--- src/rtl/quad_decoder.sv ---
// Quadrature (A/B) x4 decoder with glitch filter and position counter.
// Optional index channel (z_in / idx) is compiled in when INDEX_EN is defined.
// Filtered channel state is held as {B,A}: A leading B counts up,
// i.e. 00 -> 01 -> 11 -> 10 -> 00 is the up direction.

// Per-channel-group conditioner: 2-FF synchronizer plus hold-for-FILT filter.
module qd_filt #(
  parameter int W    = 1,
  parameter int FILT = 2
) (
  input  logic         clk,
  input  logic         rst,
  input  logic [W-1:0] d_in,
  output logic [W-1:0] state,
  output logic [W-1:0] nxt,
  output logic         acc
);
  logic [W-1:0] s1, s2, cand;
  logic [3:0]   cnt, cnt_nx;

  // Two-stage synchronizer; reset clears it so the first filtered state is 0.
  always_ff @(posedge clk or negedge rst) begin
    if (!rst) begin
      s1 <= '0;
      s2 <= '0;
    end else begin
      s1 <= d_in;
      s2 <= s1;
    end
  end

  // Count consecutive edges on which a stable value differs from state;
  // a change of value restarts at 1, a return to state clears the count.
  always_comb begin
    cnt_nx = 4'd0;
    if (s2 == state)     cnt_nx = 4'd0;
    else if (s2 != cand) cnt_nx = 4'd1;
    else                 cnt_nx = cnt + 4'd1;
  end

  assign acc = (s2 != state) && (cnt_nx == 4'(FILT));
  assign nxt = s2;

  // Filter state: cand remembers the previous sample to detect changes.
  always_ff @(posedge clk or negedge rst) begin
    if (!rst) begin
      cand  <= '0;
      cnt   <= 4'd0;
      state <= '0;
    end else begin
      cand <= s2;
      if (acc) begin
        state <= s2;
        cnt   <= 4'd0;
      end else begin
        cnt <= cnt_nx;
      end
    end
  end
endmodule

module quad_decoder #(
  parameter int WIDTH = 8,
  parameter int FILT  = 2
) (
  input  logic             clk,
  input  logic             rst,
  input  logic             a_in,
  input  logic             b_in,
  input  logic             clr,
  output logic [WIDTH-1:0] count,
  output logic             dir,
  output logic             step,
  output logic             err
`ifdef INDEX_EN
  ,
  input  logic             z_in,
  output logic             idx
`endif
);
  localparam logic [WIDTH-1:0] ONE = WIDTH'(1);

  logic [1:0] ab_q, ab_nx, delta;
  logic       ab_acc, up, dn, bad, z_hit;

  // Gray code to quadrant position: 00->0, 01->1, 11->2, 10->3.
  function automatic logic [1:0] gpos(input logic [1:0] g);
    return {g[1], g[1] ^ g[0]};
  endfunction

  qd_filt #(.W(2), .FILT(FILT)) u_ab (
    .clk   (clk),
    .rst   (rst),
    .d_in  ({b_in, a_in}),
    .state (ab_q),
    .nxt   (ab_nx),
    .acc   (ab_acc)
  );

  // Position difference of an accepted transition: +1 up, -1 down, 2 illegal.
  always_comb begin
    delta = gpos(ab_nx) - gpos(ab_q);
    up    = ab_acc && (delta == 2'd1);
    dn    = ab_acc && (delta == 2'd3);
    bad   = ab_acc && (delta == 2'd2);
  end

`ifdef INDEX_EN
  logic z_q, z_nx, z_acc;

  qd_filt #(.W(1), .FILT(FILT)) u_z (
    .clk   (clk),
    .rst   (rst),
    .d_in  (z_in),
    .state (z_q),
    .nxt   (z_nx),
    .acc   (z_acc)
  );

  // Only a rising index edge re-zeroes the count.
  assign z_hit = z_acc && z_nx && !z_q;

  // One-cycle index pulse.
  always_ff @(posedge clk or negedge rst) begin
    if (!rst) idx <= 1'b0;
    else      idx <= z_hit;
  end
`else
  assign z_hit = 1'b0;
`endif

  // Count/dir/step/err update; clear and index beat a same-edge step on
  // count only, step and dir still report the movement.
  always_ff @(posedge clk or negedge rst) begin
    if (!rst) begin
      count <= '0;
      dir   <= 1'b1;
      step  <= 1'b0;
      err   <= 1'b0;
    end else begin
      step <= up | dn;
      if (up | dn) dir <= up;
      if (clr || z_hit) count <= '0;
      else if (up)      count <= count + ONE;
      else if (dn)      count <= count - ONE;
      if (clr)      err <= 1'b0;
      else if (bad) err <= 1'b1;
    end
  end
endmodule
--- config.mk ---
export PLATFORM = sky130hd
export DESIGN_NAME = quad_decoder
export DESIGN_NICKNAME = d
export VERILOG_FILES = /design/src/rtl/quad_decoder.sv
export SDC_FILE = /design/constraint.sdc
export NUM_CORES = 1
export LEC_CHECK = 0
export ABC_AREA = 1
export BUFFER_PORTS_ARGS = -buffer_cell sky130_fd_sc_hd__buf_4
export CAP_MARGIN = 10
export CORE_UTILIZATION = 51
export CTS_CLUSTER_SIZE = 10
export DETAILED_ROUTE_END_ITERATION = 10
export GPL_TIMING_DRIVEN = 1
export HOLD_SLACK_MARGIN = 0.15
export PLACE_DENSITY = 0.84
export SYNTH_ARGS = -nofsm -noshare
export SYNTH_HDL_FRONTEND = slang
export SYNTH_SLANG_ARGS = --single-unit
--- constraint.sdc ---
create_clock -name clk -period 2.4 [get_ports clk]
set_input_delay 0.6 -clock clk [delete_from_list [all_inputs] [get_ports clk]]
set_output_delay 0.6 -clock clk [all_outputs]
set_load 0.02 [all_outputs]
# ---- Yosys cells after proc, flatten, opt, wreduce, memory -nomap -nowiden
# Index checks and enable logic that the tools add are counted.
dict set report classes {
  add_sub_neg 4
  n_eq_ne 7
  n_mux 8
  bitwise_logic 3
  n_reduce_logical 6
}
# operator n
set ops {}
lappend ops {{8-bit two-way mux} 3}
lappend ops {{4-bit two-way mux} 3}
lappend ops {{8-bit by 1-bit adder with 8-bit output, second input constant} 1}
lappend ops {{8-bit by 1-bit subtractor with 8-bit output, second input constant} 1}
lappend ops {{4-bit by 1-bit adder with 4-bit output, second input constant} 1}
lappend ops {{2-bit == test, second input constant} 2}
lappend ops {{4-bit by 2-bit == test with 1-bit output, second input constant} 1}
lappend ops {{1-bit logical AND} 4}
lappend ops {{2-bit inequality test} 2}
lappend ops {{3-bit nonzero test} 1}
lappend ops {{2-bit by 1-bit == test with 1-bit output, second input constant} 1}
lappend ops {{2-bit == test} 1}
lappend ops {{1-bit two-way mux} 2}
lappend ops {{2-bit nonzero test} 1}
lappend ops {{2-bit subtractor} 1}
lappend ops {{1-bit bitwise XOR} 2}
lappend ops {{1-bit bitwise OR} 1}
dict set report totals {
  ff_bits 23
  inputBits 5
  output_inout_bits 11
  wordCells 37
}

# ---- Logic depth before layout (Yosys ltp)
dict set report logic_depth {
  ltp_word 9
  depth_mapped 18
  mapped_depth_nobuf 18
}

# ---- Modules after synthesis
# From an unflattened synthesis, not the netlist that was laid out.
dict set report hier_totals {
  hier_cells 163
  area_unflattened_um2 1330.0
}
# mod n_inst cells_each area_each_um2 seq_area_each_um2
set by_module_without_submodules {}
lappend by_module_without_submodules {quad_decoder 1 108 805.8 276.5}
lappend by_module_without_submodules {qd_filt 1 55 524.3 300.3}

# ---- Worst setup path after synthesis
# No wires, ideal clock.
dict set report synth_path {
  path_type {flip-flop to flip-flop}
  start {register u_ab.s2[0], in the netlist u_ab.nxt[0]}
  end {register count[6]}
  setup_time_ns 0.118
  arrival_time_ns 2.502
  required_ns 2.282
  slack_ns -0.220
  stages_incl_launch_ff 13
  period_less_slack_ns 2.620
  path_cell_list {dfrtp_1 -> xnor2_1 -> ha_1 -> nor2_1 -> nand3_1 -> ha_1 -> nand2_1 -> o21ai_0 -> nand2_1 -> a21oi_1 -> o21ai_0 -> nand3b_1 -> nand2_1}
}
dict set report synth_via {
  elab_chain_cells 8
}
# element line_no
set synth_lines {}
lappend synth_lines {{start: declaration} 18} ;# logic [W-1:0] s1, s2, cand;
lappend synth_lines {{start signal: assignment} 25} ;# s2 <= '0;
lappend synth_lines {{start signal: assignment} 28} ;# s2 <= s1;
lappend synth_lines {{2-bit inequality test} 37} ;# else if (s2 != cand) cnt_nx = 4'd1;
lappend synth_lines {{4-bit two-way mux} 37}
lappend synth_lines {{4-bit two-way mux} 36} ;# if (s2 == state) cnt_nx = 4'd0;
lappend synth_lines {{4-bit by 2-bit == test with 1-bit output} 41} ;# assign acc = (s2 != state) && (cnt_nx == 4'(FILT));
lappend synth_lines {{1-bit logical AND} 41}
lappend synth_lines {{1-bit logical AND} 103} ;# up = ab_acc && (delta == 2'd1);
lappend synth_lines {{8-bit two-way mux} 144} ;# else if (up) count <= count + ONE;
lappend synth_lines {{8-bit two-way mux} 143} ;# if (clr || z_hit) count <= '0;
lappend synth_lines {{end signal: assignment} 144}
lappend synth_lines {{end signal: assignment} 145} ;# else if (dn) count <= count - ONE;
lappend synth_lines {{end: declaration} 71} ;# output logic [WIDTH-1:0] count,
# Parallel ways exist; a longest one is shown, timed or not.
# A chain may end at the register's enable or synchronous reset.

# ---- Final worst setup path
dict set report layout_path {
  start {register u_ab.state[1]}
  end {register count[7]}
}
dict set report layout_via {
  elab_chain_cells 7
}
# element line_no
set layout_lines {}
lappend layout_lines {{start: declaration} 14} ;# output logic [W-1:0] state,
lappend layout_lines {{start signal: assignment} 49} ;# state <= '0;
lappend layout_lines {{start signal: assignment} 53} ;# state <= s2;
lappend layout_lines {{2-bit == test} 36}
lappend layout_lines {{4-bit two-way mux} 36}
lappend layout_lines {{4-bit by 2-bit == test with 1-bit output} 41}
lappend layout_lines {{1-bit logical AND} 41}
lappend layout_lines {{1-bit logical AND} 103}
lappend layout_lines {{8-bit two-way mux} 144}
lappend layout_lines {{8-bit two-way mux} 143}
# Parallel ways exist; a longest one is shown, timed or not.

==> summary.txt <==
Global routing
  – Total global routing track utilization: 26.6%
  – Pin count of the biggest net entering global routing: 24
  – Antenna violations before repair: 0
  – Vias in the first global route: 1147
  – First-pass GRT wire length: 5150 microns
  – Total grt overflow: 0

Yosys
  – Post-synth top area cell: sky130_fd_sc_hd__dfrtp_1
  – Primary flip-flop cell chosen by synthesis mapping: sky130_fd_sc_hd__dfrtp_1
  – Sequential element share of the synthesized area: 44.7%
  – Post-Syn Nets: 162
  – Yosys synthesis warning count: 0
  – Synth top area cells: sky130_fd_sc_hd__dfrtp_1 (43%), sky130_fd_sc_hd__nand2_1 (11%), sky130_fd_sc_hd__ha_1 (7.8%)
  – Count of mapped cells out of synthesis: 148
  – Number of enable-type register cells in the synthesized netlist: 0
  – Number of unique standard cell types used by synthesis: 27
  – Fraction of synthesized cell area taken by the top area cell type: 42.6%
  – Syn_area_per_cell: 8.72 sq um
  – Flop and latch count out of synthesis: 23
  – Cell Area, Synth: 1290 sq um
  – FFs w/ async S/R, synth: 100%

Drt
  – Routed length per instance: 14.8 microns
  – First-pass detailed-route iteration total: 4
  – Initial drt markers: 44
  – Total wire length after detailed routing: 3200 microns
  – Drt via density: 5.35
  – Count of antenna-violating nets left after detailed routing: 0
  – Post-route DRC: 0
  – Routed vias: 1162

Cells and area
  – Area of all sequential standard cells: 577 sq um
  – Layout net count: 204
  – Fraction of final layout cells sized beyond drive strength 1: 42.3%
  – Number of diodes: 0
  – Post-synthesis to final-layout area growth: 36.7%
  – Area of combinational cells with multiple inputs: 764 sq um
  – Final Instance Area: 1770 sq um
  – Highest-count cells in the layout ignoring fill and taps: sky130_fd_sc_hd__nand2_1 (34), sky130_fd_sc_hd__buf_4 (34), sky130_fd_sc_hd__dfrtp_1 (22)
  – Filler instances: 148
  – Non-filler instance count after layout: 217

Clock network
  – CTS HTree Levels: 1
  – Clock tree root driver cell: sky130_fd_sc_hd__clkbuf_4
  – CTS tree: built
  – Maximum buffer depth of the clock tree: 2
  – Reg clk slew, reported paths: 0.14 ns
  – Number of buffers created by CTS: 3
  – Sink count of the clock tree: 23
  – Clk Latency, worst-skew pair: 0.32 ns
  – CTS hold repair buffers: 0

STA
  – Post-route clock period utilization: 108%
  – Count of pins over their slew limit: 0
  – RSZ-0062 raised after global routing: true
  – Final clock skew: 0.00511 ns
  – Final period demand of the worst path: 2.58 ns
  – Achievable Freq: 387 MHz
  – Final setup violation count: 4
  – Slew headroom: 80.2%
  – Slew of the pin with the lowest slew margin: 0.297 ns
  – Final hold violation count: 0
  – Setup TNS after final layout: -0.408 ns
  – Minimum hold slack: 0.141 ns
  – Final worst-path setup slack: -0.185 ns

Pwr
  – Power per unit of standard cell area: 1110 nW/um^2
  – Worst vdd rail ir drop: 773 uV
  – Leak Pwr: 0.911 nW
  – Power consumption: 1.96 mW

Status
  – Run status: complete, but fails checks
  – Violations in the final reports: negative setup slack

Worst setup path
  – CP Data Required Time: 2.62 ns
  – Element type at the critical path start: flip-flop
  – Crit end category: flip-flop
  – Cells along the critical path: xor2_1 > ha_2 > inv_2 > nand3_2 > nand2_2 > nor2_4 > nand3_4 > buf_6 > buf_6 > ha_4 > or2_2 > nand2_1 > nand3_1 > nand3_1 > nand2_1
  – Type of the worst setup path: flip-flop to flip-flop
  – Critical Path Fanout Max: 5
  – Stage delay of the slowest cell on the critical path: 0.42 ns
  – Register-to-Register Setup Slack: -0.18 ns
  – Highest-delay cell along the critical path: sky130_fd_sc_hd__dfrtp_1
  – Count of buffer and inverter cells on the critical path: 3
  – Crit path max-delay family: simple AND/OR/NAND/NOR gates
  – CP arrival: 2.81 ns

Placed design
  – Cell count after placement: 205
  – Final weighted congestion in routability-driven placement: 0.814
  – Number of buffers inserted by port buffering: 15
  – Dpl cell area: 1600 sq um
  – HPWL after detailed placement: 2040 microns

Floorplan
  – Area of the core: 2300 sq um
  – Initial Utilization: 56.2%
  – I/O pin count: 16
  – DIE HEIGHT: 52.3 microns
  – Number of placement rows: 17
  – Die Outline Area: 2740 sq um
  – Die Span X: 52.3 microns

Worst hold path
  – Hold Crit Class: input port to async pin

Flow run
  – Max-cap check violation count: 0
## layout make-up
cell class                      count  share of cell area (%)
Clock buffer                        3                    1.28
Clock inverter                      1                   0.283
Inverter                           22                    4.75
Multi-Input combinational cell    104                    43.3
Sequential cell                    23                    32.7
Tap cell                           28                    1.98
Timing Repair Buffer               36                    15.7
## sequential cells by signal (all words and copies together), names as in the netlist
signal	cells
err	1
u_ab.s1	2
u_ab.nxt	2
dir	1
u_ab.cand	2
u_ab.cnt	4
count	8
step	1
u_ab.state	2
## logic make-up (layout without fill, tap and decap cells)
group | after synthesis | count (layout) | share of synthesized area, %
simple gates | 69 | 70 | 27.1
flops | 23 | 23 | 44.7
buf+inv | 22 | 62 | 6.49
compound gates | 18 | 18 | 7.66
fa+ha+maj | 9 | 9 | 9.30
xor+xnor | 7 | 7 | 4.75
## final timing paths
path / start / endpoint / cells after the start
worst max-delay path: u_ab.state[1]$_DFFE_PN0P_ / count[7]$_DFFE_PN0P_ / 15
worst min-delay path: rst / u_ab.cand[1]$_DFF_PN0_ / 1
worst max register to register: u_ab.state[1]$_DFFE_PN0P_ / count[7]$_DFFE_PN0P_ / 15
worst min register to register: u_ab.s1[0]$_DFF_PN0_ / u_ab.nxt[0]$_DFF_PN0_ / 0
max in group asynchronous: rst / dir$_DFFE_PN1P_ / 1
min in group clk: u_ab.s1[0]$_DFF_PN0_ / u_ab.nxt[0]$_DFF_PN0_ / 0
## synthesized netlist by cell type (all sizes together) (2+ instances only)
library cell,instances
a21oi,4
dfrtp,22
ha,8
inv,21
nand2,44
nand3,7
nand3b,2
nand4,5
nor2,8
o21ai,12
xnor2,3
xor2,4
## power by group
part           total, mW  internal (mW)  switching, mW
combinational       1.24          0.568          0.668
clock              0.189         0.0625          0.127
sequential         0.532          0.466         0.0654
## stage by stage
stage | util, % | worst slack, ns
floorplan | - | 0.0282
detailed placement | 69.8 | -0.174
CTS | 75.1 | -0.144
finish | 76.9 | -0.185
global route | 76.9 | -0.303
global placement | 69.8 | -0.00372
## layer usage
metal	global-route usage [%]	share of wire [%]	up-vias
met5	0	0	-
met4	14.0	3.6	0
met3	3.48	5.0	16
met2	46.4	50	45
met1	31.2	42	537
li1	-	-	564
## what timing repair did
action,4_1_cts,5_1_grt
buffers inserted,5,2
gates resized for setup,11,8
cloned,1,0
pin swaps,16,13
setup endpoints to repair,5,5
No activity file was read; power rests on OpenSTA's default activity.
